`src/rtl/input_skew_buffer_if.sv`:
```
// Row-load handshake and skewed-lane output bundle for input_skew_buffer.
// The producer/testbench side uses master; the buffer itself uses slave.
interface input_skew_buffer_if #(
    parameter int ARRAYWIDTH = 4,
    parameter int DATASIZE   = 8
);
    logic                           in_valid;
    logic                           in_ready;
    logic [ARRAYWIDTH*DATASIZE-1:0] in_data;
    logic                           in_last;
    logic                           start;
    logic [ARRAYWIDTH-1:0]          out_valid;
    logic [ARRAYWIDTH*DATASIZE-1:0] out_data;
    logic                           busy;
    logic                           done;

    modport master (
        output in_valid, in_data, in_last, start,
        input  in_ready, out_valid, out_data, busy, done
    );

    modport slave (
        input  in_valid, in_data, in_last, start,
        output in_ready, out_valid, out_data, busy, done
    );
endinterface

```
`src/rtl/input_skew_buffer.sv`:
```
// Stores one tile of operand rows and replays it into the systolic array edge
// with lane i delayed by i cycles; idle lanes carry zero.
module input_skew_buffer #(
    parameter int ARRAYWIDTH = 4,
    parameter int DATASIZE   = 8,
    parameter int DEPTH      = 4
) (
    input logic                clk,
    input logic                rst,
    input_skew_buffer_if.slave bus
);
    localparam int ROWW = ARRAYWIDTH * DATASIZE;
    localparam int KW   = $clog2(DEPTH + 1);
    localparam int TW   = $clog2(DEPTH + ARRAYWIDTH);
    localparam int RW   = (DEPTH > 1) ? $clog2(DEPTH) : 1;

    typedef enum logic [1:0] {IDLE, LOAD, READY, FEED} state_e;

    state_e                state_q, state_d;
    logic [KW-1:0]         k_q, k_d;
    logic [TW-1:0]         t_q, t_d;
    logic [ROWW-1:0]       rows_q [DEPTH];
    logic [ROWW-1:0]       rows_d [DEPTH];
    logic [ARRAYWIDTH-1:0] out_valid_q, out_valid_d;
    logic [ROWW-1:0]       out_data_q, out_data_d;
    logic                  busy_q, busy_d;
    logic                  done_q, done_d;

    logic                  in_ready;
    logic                  accept;
    logic                  close_tile;
    logic [KW-1:0]         k_inc;
    logic [TW-1:0]         t_end;

    assign in_ready   = ((state_q == IDLE) || (state_q == LOAD)) && (k_q < KW'(DEPTH));
    assign accept     = bus.in_valid && in_ready;
    assign k_inc      = k_q + KW'(accept);
    assign close_tile = accept && (bus.in_last || (k_inc == KW'(DEPTH)));
    // FEED spends T = K+W-1 cycles on data beats plus one closing cycle that emits done.
    assign t_end      = TW'(k_q) + TW'(ARRAYWIDTH - 1);

    always_comb begin
        // NOTE: every variable gets a default first so no path leaves one unassigned (no latches).
        state_d     = state_q;
        k_d         = k_inc;
        t_d         = t_q;
        rows_d      = rows_q;
        out_valid_d = '0;
        out_data_d  = '0;
        busy_d      = 1'b0;
        done_d      = 1'b0;

        if (accept) begin
            rows_d[RW'(k_q)] = bus.in_data;
        end

        unique case (state_q)
            IDLE: begin
                if (accept) begin
                    state_d = close_tile ? READY : LOAD;
                end
            end
            LOAD: begin
                // A row accepted alongside start joins the tile; K >= 1 is guaranteed here.
                if (bus.start) begin
                    state_d = FEED;
                end else if (close_tile) begin
                    state_d = READY;
                end
            end
            READY: begin
                if (bus.start) begin
                    state_d = FEED;
                end
            end
            FEED: begin
                if (t_q == t_end) begin
                    state_d = IDLE;
                    k_d     = '0;
                    t_d     = '0;
                    done_d  = 1'b1;
                end else begin
                    t_d    = t_q + TW'(1);
                    busy_d = 1'b1;
                    for (int i = 0; i < ARRAYWIDTH; i++) begin
                        if ((t_q >= TW'(i)) && ((t_q - TW'(i)) < TW'(k_q))) begin
                            out_valid_d[i] = 1'b1;
                            out_data_d[i*DATASIZE +: DATASIZE] =
                                rows_q[RW'(t_q - TW'(i))][i*DATASIZE +: DATASIZE];
                        end
                    end
                end
            end
            default: state_d = IDLE;
        endcase
    end

    // NOTE: sequential state uses non-blocking assignments only; blocking belongs in always_comb.
    always_ff @(posedge clk) begin
        if (rst) begin
            state_q     <= IDLE;
            k_q         <= '0;
            t_q         <= '0;
            out_valid_q <= '0;
            out_data_q  <= '0;
            busy_q      <= 1'b0;
            done_q      <= 1'b0;
        end else begin
            state_q     <= state_d;
            k_q         <= k_d;
            t_q         <= t_d;
            out_valid_q <= out_valid_d;
            out_data_q  <= out_data_d;
            busy_q      <= busy_d;
            done_q      <= done_d;
        end
    end

    // NOTE: row storage has no reset; only slots below K are ever read, so stale rows never leak.
    always_ff @(posedge clk) begin
        rows_q <= rows_d;
    end

    assign bus.in_ready  = in_ready;
    assign bus.out_valid = out_valid_q;
    assign bus.out_data  = out_data_q;
    assign bus.busy      = busy_q;
    assign bus.done      = done_q;
endmodule

```
`src/flat_wrapper.sv`:
```
// flat-port wrapper written by rule: the top's interface ports become plain ports
module input_skew_buffer_flat 
#(
    parameter int ARRAYWIDTH = 4,
    parameter int DATASIZE   = 8,
    parameter int DEPTH      = 4
)
  (clk, rst, bus_in_valid, bus_in_data, bus_in_last, bus_start, bus_in_ready, bus_out_valid, bus_out_data, bus_busy, bus_done);
  input_skew_buffer_if #(.ARRAYWIDTH(ARRAYWIDTH), .DATASIZE(DATASIZE)) bus_i ();
  input logic clk;
  input logic rst;
  input wire logic [$bits(bus_i.in_valid)-1:0] bus_in_valid;
  input wire logic [$bits(bus_i.in_data)-1:0] bus_in_data;
  input wire logic [$bits(bus_i.in_last)-1:0] bus_in_last;
  input wire logic [$bits(bus_i.start)-1:0] bus_start;
  output wire logic [$bits(bus_i.in_ready)-1:0] bus_in_ready;
  output wire logic [$bits(bus_i.out_valid)-1:0] bus_out_valid;
  output wire logic [$bits(bus_i.out_data)-1:0] bus_out_data;
  output wire logic [$bits(bus_i.busy)-1:0] bus_busy;
  output wire logic [$bits(bus_i.done)-1:0] bus_done;
  assign bus_i.in_valid = bus_in_valid;
  assign bus_i.in_data = bus_in_data;
  assign bus_i.in_last = bus_in_last;
  assign bus_i.start = bus_start;
  assign bus_in_ready = bus_i.in_ready;
  assign bus_out_valid = bus_i.out_valid;
  assign bus_out_data = bus_i.out_data;
  assign bus_busy = bus_i.busy;
  assign bus_done = bus_i.done;
  input_skew_buffer #(.ARRAYWIDTH(ARRAYWIDTH), .DATASIZE(DATASIZE), .DEPTH(DEPTH)) u_core (.clk(clk), .rst(rst), .bus(bus_i));
endmodule
```
`config.mk`:
```
export PLATFORM = sky130hd
export DESIGN_NAME = input_skew_buffer_flat
export DESIGN_NICKNAME = d
export VERILOG_FILES = /design/src/rtl/input_skew_buffer_if.sv /design/src/rtl/input_skew_buffer.sv /design/src/flat_wrapper.sv
export SDC_FILE = /design/constraint.sdc
export NUM_CORES = 1
export LEC_CHECK = 0
export ABC_AREA = 1
export BUFFER_PORTS_ARGS = -buffer_cell sky130_fd_sc_hd__buf_2
export CAP_MARGIN = 25
export CORE_MARGIN = 4
export CORE_UTILIZATION = 46
export DETAILED_ROUTE_END_ITERATION = 8
export GPL_TIMING_DRIVEN = 0
export HOLD_SLACK_MARGIN = 0.12
export PLACE_DENSITY = 0.61
export SLEW_MARGIN = 10
export SYNTH_ARGS = -nofsm -noshare
export SYNTH_HDL_FRONTEND = slang
export SYNTH_SLANG_ARGS = --single-unit
```
`constraint.sdc`:
```
create_clock -name clk -period 4.35 [get_ports clk]
set_input_delay 0.6525 -clock clk [delete_from_list [all_inputs] [get_ports clk]]
set_output_delay 0.6525 -clock clk [all_outputs]
set_load 0.01 [all_outputs]
```
==> impl_metrics.toml, run 1 <==
[worst_setup_path]
start_kind = "register"
crit_path_end_kind = "register"
criticalPathCategory = "register to register"
crit_required_ns = 4.68
worst-path-max-fanout = 13
r2r-start = "u_core.t_q[1]"
worstSetupStartpoint = "u_core.t_q[1]"
critPathArrivalTime_ns = 3.87

[yosys]
synth_xor_area_frac = 0.001292
synth_seq_area_share = 0.7028
yosys_most_used_dff = "edfxtp_1"
ys_warn_count = 0
netlist_area_um2 = 6779
synth_compound_area_frac = 0.09081
synthArstFlopShare = 0
syn-num-nets = 629
synth.avg_cell_area_um2 = 12.04
synth_top_family_by_area = "simple AND/OR/NAND/NOR gates"
synth_fa_ha_area_frac = 0.05353
synth_simple_gate_area_frac = 0.09764
synth_cell_types = 26
syn_inst = 563
synth-edff-count = 128
ys_ff_latch = 174
synthMuxAreaShare = 0

[pwr]
internal-power_mw = 3.172
power.density_nw_per_um2 = 525.7
clkPwrFrac = 0.365
p_switching_mw = 1.116
seqPwrFrac = 0.470
p_sw_frac = 0.2603
total_leakage_power_nw = 3.393
ir_drop_v = 0.0002794
power_frac_comb = 0.165

[clocking]
cts_setup_buffers = 0
cts.sinks = 174
post_cts_hold_buffer_count = 0
cts_root_buf = "clkbuf_16"
cts_tree = "built"
clock_latency_ns = 0.42
cts_made_buffers = 17
h-tree-depth = 4
post_cts_resized = 0
cts.clk_slew.worst_paths_ns = 0.06
cts_buffer_depth = 2

[finish]
syn2layout_area_growth_pct = 20.32
nFillCells = 1198
multi_input_area_um2 = 1679
final_common_cell = "edfxtp_1"
final_cells = 858
final_layout_size_suffix_gt1_frac = 0.2003
layout_common_cells = "edfxtp_1 (128), nor2_1 (110), buf_2 (78)"
diodes = 0
finalInstanceArea_um2 = 8157
ff_latch_area_um2 = 4765
nets = 727

[detailed_routing]
top_layer_used = "met4"
vias_per_cell = 5.014
vias = 4302
drt-pass1-iter-count = 4
wl_mm = 14.35
dr_wl_met2_mm = 7.244
drcViolationCount = 0
wl_per_cell_um = 16.72
wl_met3_um = 753
drt-initial-drc-count = 248
ant_nets = 0
wl_met1_mm = 6.177

[placed_design]
hpwl_mm = 9.416
gp_congestion = 0.8120
portBuffers = 75
place_ws_ns = 0.7655
dpl.cell_count = 826
placed_cell_area_um2 = 7525

[sta]
setup_viol = 0
setup_slack_ns = 0.8094
final-max-slew-violation-count = 0
fin_crit_ns = 3.541
worst-slew-pin-transition_ns = 0.7114
max_freq_mhz = 282.4
hold_viol = 0
setup_tns_ns = 0
hold_slack_ns = 0.4392
rsz0062_at_grt = "no"
slew_headroom = 0.5246
period_share = 0.8139
skew_ns = 0.008983

[floorplanning]
die_y_um = 129.4
start_util = 0.4682
coreArea_um2 = 14480
ios = 76
die_w_um = 129.4
die_area_um2 = 16740
row_count = 44

[worst_hold_path]
min_from = "rst"
hp-class = "primary input to register"

[flow_run]
drv_cap = 0

[global_routing]
grt.total_usage = 0.1782
grt_overflow = 0
grt_first_pass_wirelength_mm = 22.14
antenna_found_initial = 0
grt_max_degree = 20
grt_pass1_vias = 4221

[run_status]
outcome = "finished clean"
power by group through the flow:
| stage | Clock [mW] | Sequential [mW] | Combinational [mW] |
|---|---|---|---|
| 3_3_place_gp | 0 | 2.06 | 0.631 |
| 2_1_floorplan | 0 | 2.04 | 0.444 |
| 3_5_place_dp | 0 | 2.05 | 0.715 |
| 5_1_grt | 1.67 | 2.02 | 0.804 |
| 4_1_cts | 1.59 | 2.01 | 0.719 |
| 6_report | 1.57 | 2.02 | 0.707 |
routing by layer:
layer / up-vias / global-route usage
li1: 2126 / -
met1: 2076 / 0.2214
met3: 12 / 0.04411
met2: 88 / 0.3037
met5: - / 0
met4: 0 / 0.06424
state kept, by name, indices dropped and copies added, names as in the netlist:
register,cells
u_core.bus.busy,1
u_core.t_q,3
u_core.k_q,3
u_core.bus.out_data,32
u_core.state_q,2
u_core.rows_q,128
u_core.bus.done,1
u_core.bus.out_valid,4
worst max-delay path, cell delays in order, from the launching register on:
cell      delay, ns
dfxtp_1        0.38
buf_4          0.21
inv_1          0.22
buf_2          0.34
ha_1           0.42
inv_1          0.32
clkbuf_1       0.45
ha_1           0.32
nand2_1        0.07
inv_1          0.04
o21ai_0        0.15
nor3b_4        0.24
nand2_4        0.13
nor2_1         0.16
per-stage QoR:
stage / utilization / power [mW]
after floorplan: - / 2.487
after global placement: 0.5100 / 2.690
after detailed placement: 0.5197 / 2.764
after CTS: 0.5633 / 4.326
after global routing: 0.5633 / 4.497
final: 0.5633 / 4.288
cell type report:
type | instances | area share
sequential | 174 | 0.5841
multi-input combinational | 300 | 0.2059
clock buffer | 23 | 0.06519
timing repair buffer | 79 | 0.05952
inverter | 70 | 0.03283
tap | 184 | 0.02823
clock inverter | 9 | 0.01227
buffer | 19 | 0.01197
cells in the mapped netlist (2+ instances only):
cell type / n / area share
a21oi_1: 6 / 0.0044
inv_1: 65 / 0.036
dfxtp_1: 46 / 0.14
ha_1: 29 / 0.054
buf_2: 3 / 0.0022
o21ai_0: 74 / 0.055
nand3_1: 5 / 0.0037
nor3_1: 2 / 0.0015
nor2_1: 114 / 0.063
nand2_4: 4 / 0.0066
nand2_1: 25 / 0.014
clkbuf_1: 11 / 0.0061
buf_4: 4 / 0.0044
inv_2: 3 / 0.0017
o22ai_1: 32 / 0.030
o211ai_1: 2 / 0.0022
edfxtp_1: 128 / 0.57
nor2_2: 2 / 0.0018
logic make-up after synthesis:
group	Yosys count
fa+ha+maj	29
xor+xnor	1
flops	174
compound gates	114
buf+inv	89
simple gates	156
worst paths after layout:
path                            slack, ns                 endpoint  cells past startpoint
worst min register to register       0.59            u_core.t_q[2]                      2
worst max register to register       0.81  u_core.bus.out_data[15]                     13
worst max-delay path                 0.81  u_core.bus.out_data[15]                     13
worst min-delay path                 0.44          u_core.bus.done                      2
No activity file was read; power rests on OpenSTA's default activity.
==> run 2: changes to the inputs <==
- PLACE_DENSITY: 0.61 -> 0.64
- clock period: 4.35 -> 2.8 ns (I/O delays scaled with it)
==> run 2 against run 1 <==
Effect of this change: critical path depth is 1 lower; clock power is 59% higher; core utilization is 0.17 points higher; sequential power is 55% higher; via count is 1.3% higher; combinational power is 57% higher; flip-flop and latch count stayed put; critical path type unchanged; first-iteration DRC count is 4.0% higher; maximum frequency is 38% higher; setup slack worse by 0.58 ns.
==> impl_metrics.toml, run 2 (synthesis results as in run 1) <==
[run_status]
outcome = "finished clean"

[finish]
finalInstanceArea_um2 = 8182
largest_reg_flops = 128
regMostFlops = "u_core.rows_q"
nFillCells = 1224
final_common_cell = "edfxtp_1"
syn2layout_area_growth_pct = 20.69
layout_common_cells = "edfxtp_1 (128), nor2_1 (110), buf_2 (77)"
final_cells = 858
utilization = 0.5651
diodes = 0
final_layout_size_suffix_gt1_frac = 0.2062
nets = 727

[sta]
rsz0062_at_grt = "no"
period_share = 0.9173
slew_headroom = 0.5767
final-max-slew-violation-count = 0
skew_ns = 0.009154
hold_viol = 0
fin_crit_ns = 2.569
setup_viol = 0
setup_tns_ns = 0
worst-slew-pin-transition_ns = 0.6335
max_freq_mhz = 389.3

[placed_design]
gp_congestion = 0.8182
hpwl_mm = 9.443
placed_cell_area_um2 = 7525
portBuffers = 75
dpl.cell_count = 826

[pwr]
total_leakage_power_nw = 3.393
ir_drop_v = 0.0004068
p_total_mw = 6.725
power.density_nw_per_um2 = 822.0

[global_routing]
antenna_found_initial = 1
grt_overflow = 0
grt_max_degree = 19
grt_pass1_vias = 4448
grt.total_usage = 0.1812
grt_first_pass_wirelength_mm = 22.87

[worst_setup_path]
criticalPathCategory = "register to register"
crit_required_ns = 3.15
crit_path_end_kind = "register"
start_kind = "register"
worst-path-max-fanout = 13
critPathArrivalTime_ns = 2.92

[floorplanning]
die_w_um = 129.4
die_area_um2 = 16740
row_count = 44
ios = 76
die_y_um = 129.4
start_util = 0.4682
coreArea_um2 = 14480

[detailed_routing]
wl_per_cell_um = 16.76
ant_nets = 0
vias_per_cell = 5.079
drt-pass1-iter-count = 5
wl_mm = 14.38
vias = 4358
drcViolationCount = 0
drt-initial-drc-count = 258

[clocking]
cts_tree = "built"
cts.sinks = 174
cts_root_buf = "clkbuf_16"
cts_made_buffers = 17
clock_latency_ns = 0.43
cts.clk_slew.worst_paths_ns = 0.07
cts_buffer_depth = 2
h-tree-depth = 4

[flow_run]
drv_cap = 0

[worst_hold_path]
hp-class = "primary input to register"
## run 2: report_power, final
part           switching [mW]  internal [mW]
logic                   0.739          0.369
clock network           0.931           1.56
registers              0.0750           3.05
total                    1.75           4.98
## run 2: what timing repair did
item                                    4_1_cts  5_1_grt
setup buffers                                 1        0
endpoints found under the setup margin       17       13
hold buffers                                  0        0
gates resized for setup                       3        4
## run 2: worst max-delay path: stages (launching register included)
cell        delay [ns]
dfxtp_2           0.40
buf_4             0.20
inv_1             0.15
buf_4             0.24
ha_4              0.36
clkinvlp_4        0.11
ha_1              0.27
nand2_1           0.06
inv_1             0.03
o21ai_0           0.15
nor3b_4           0.24
nand2_4           0.13
nor2_1            0.15
## run 2: final cells by class
cell class                      count  area [µm²]  share of cell area
Clock buffer                       21       470.5             0.05750
Multi-Input combinational cell    300        1692              0.2068
Timing Repair Buffer               80       493.0             0.06025
Clock inverter                     11       161.4             0.01973
Inverter                           70       271.5             0.03319
Buffer                             18       96.34             0.01178
Tap cell                          184       230.2             0.02814
Sequential cell                   174        4767              0.5827
## run 2: path summary, 6_finish.rpt
path              cells past startpoint  slack, ns           from                       to
setup / recovery                     12       0.23  u_core.t_q[1]  u_core.bus.out_data[14]
hold / removal                        2       0.20            rst          u_core.bus.done
setup reg to reg                     12       0.23  u_core.t_q[1]  u_core.bus.out_data[14]
hold reg to reg                       2       0.61  u_core.t_q[2]            u_core.t_q[2]
## run 2: metrics by stage
step | hold WS [ns] | setup slack (ns)
3_3_place_gp | 0.5768 | -1.113
6_report | 0.2009 | 0.2315
3_5_place_dp | 0.5890 | -0.7040
2_1_floorplan | 0.4968 | 0.003207
5_1_grt | 0.1898 | 0.03690
4_1_cts | 0.1814 | 0.06573
## run 2: routing by layer
metal / vias to the layer above / part of all wire / wire [µm] / global-route usage
li1: 2117 / - / - / -
met1: 2091 / 0.43 / 6225 / 0.2341
met2: 125 / 0.49 / 6980 / 0.2954
met3: 23 / 0.066 / 944 / 0.05317
met4: 2 / 0.016 / 223 / 0.05991
met5: - / 0.00049 / 7 / 0
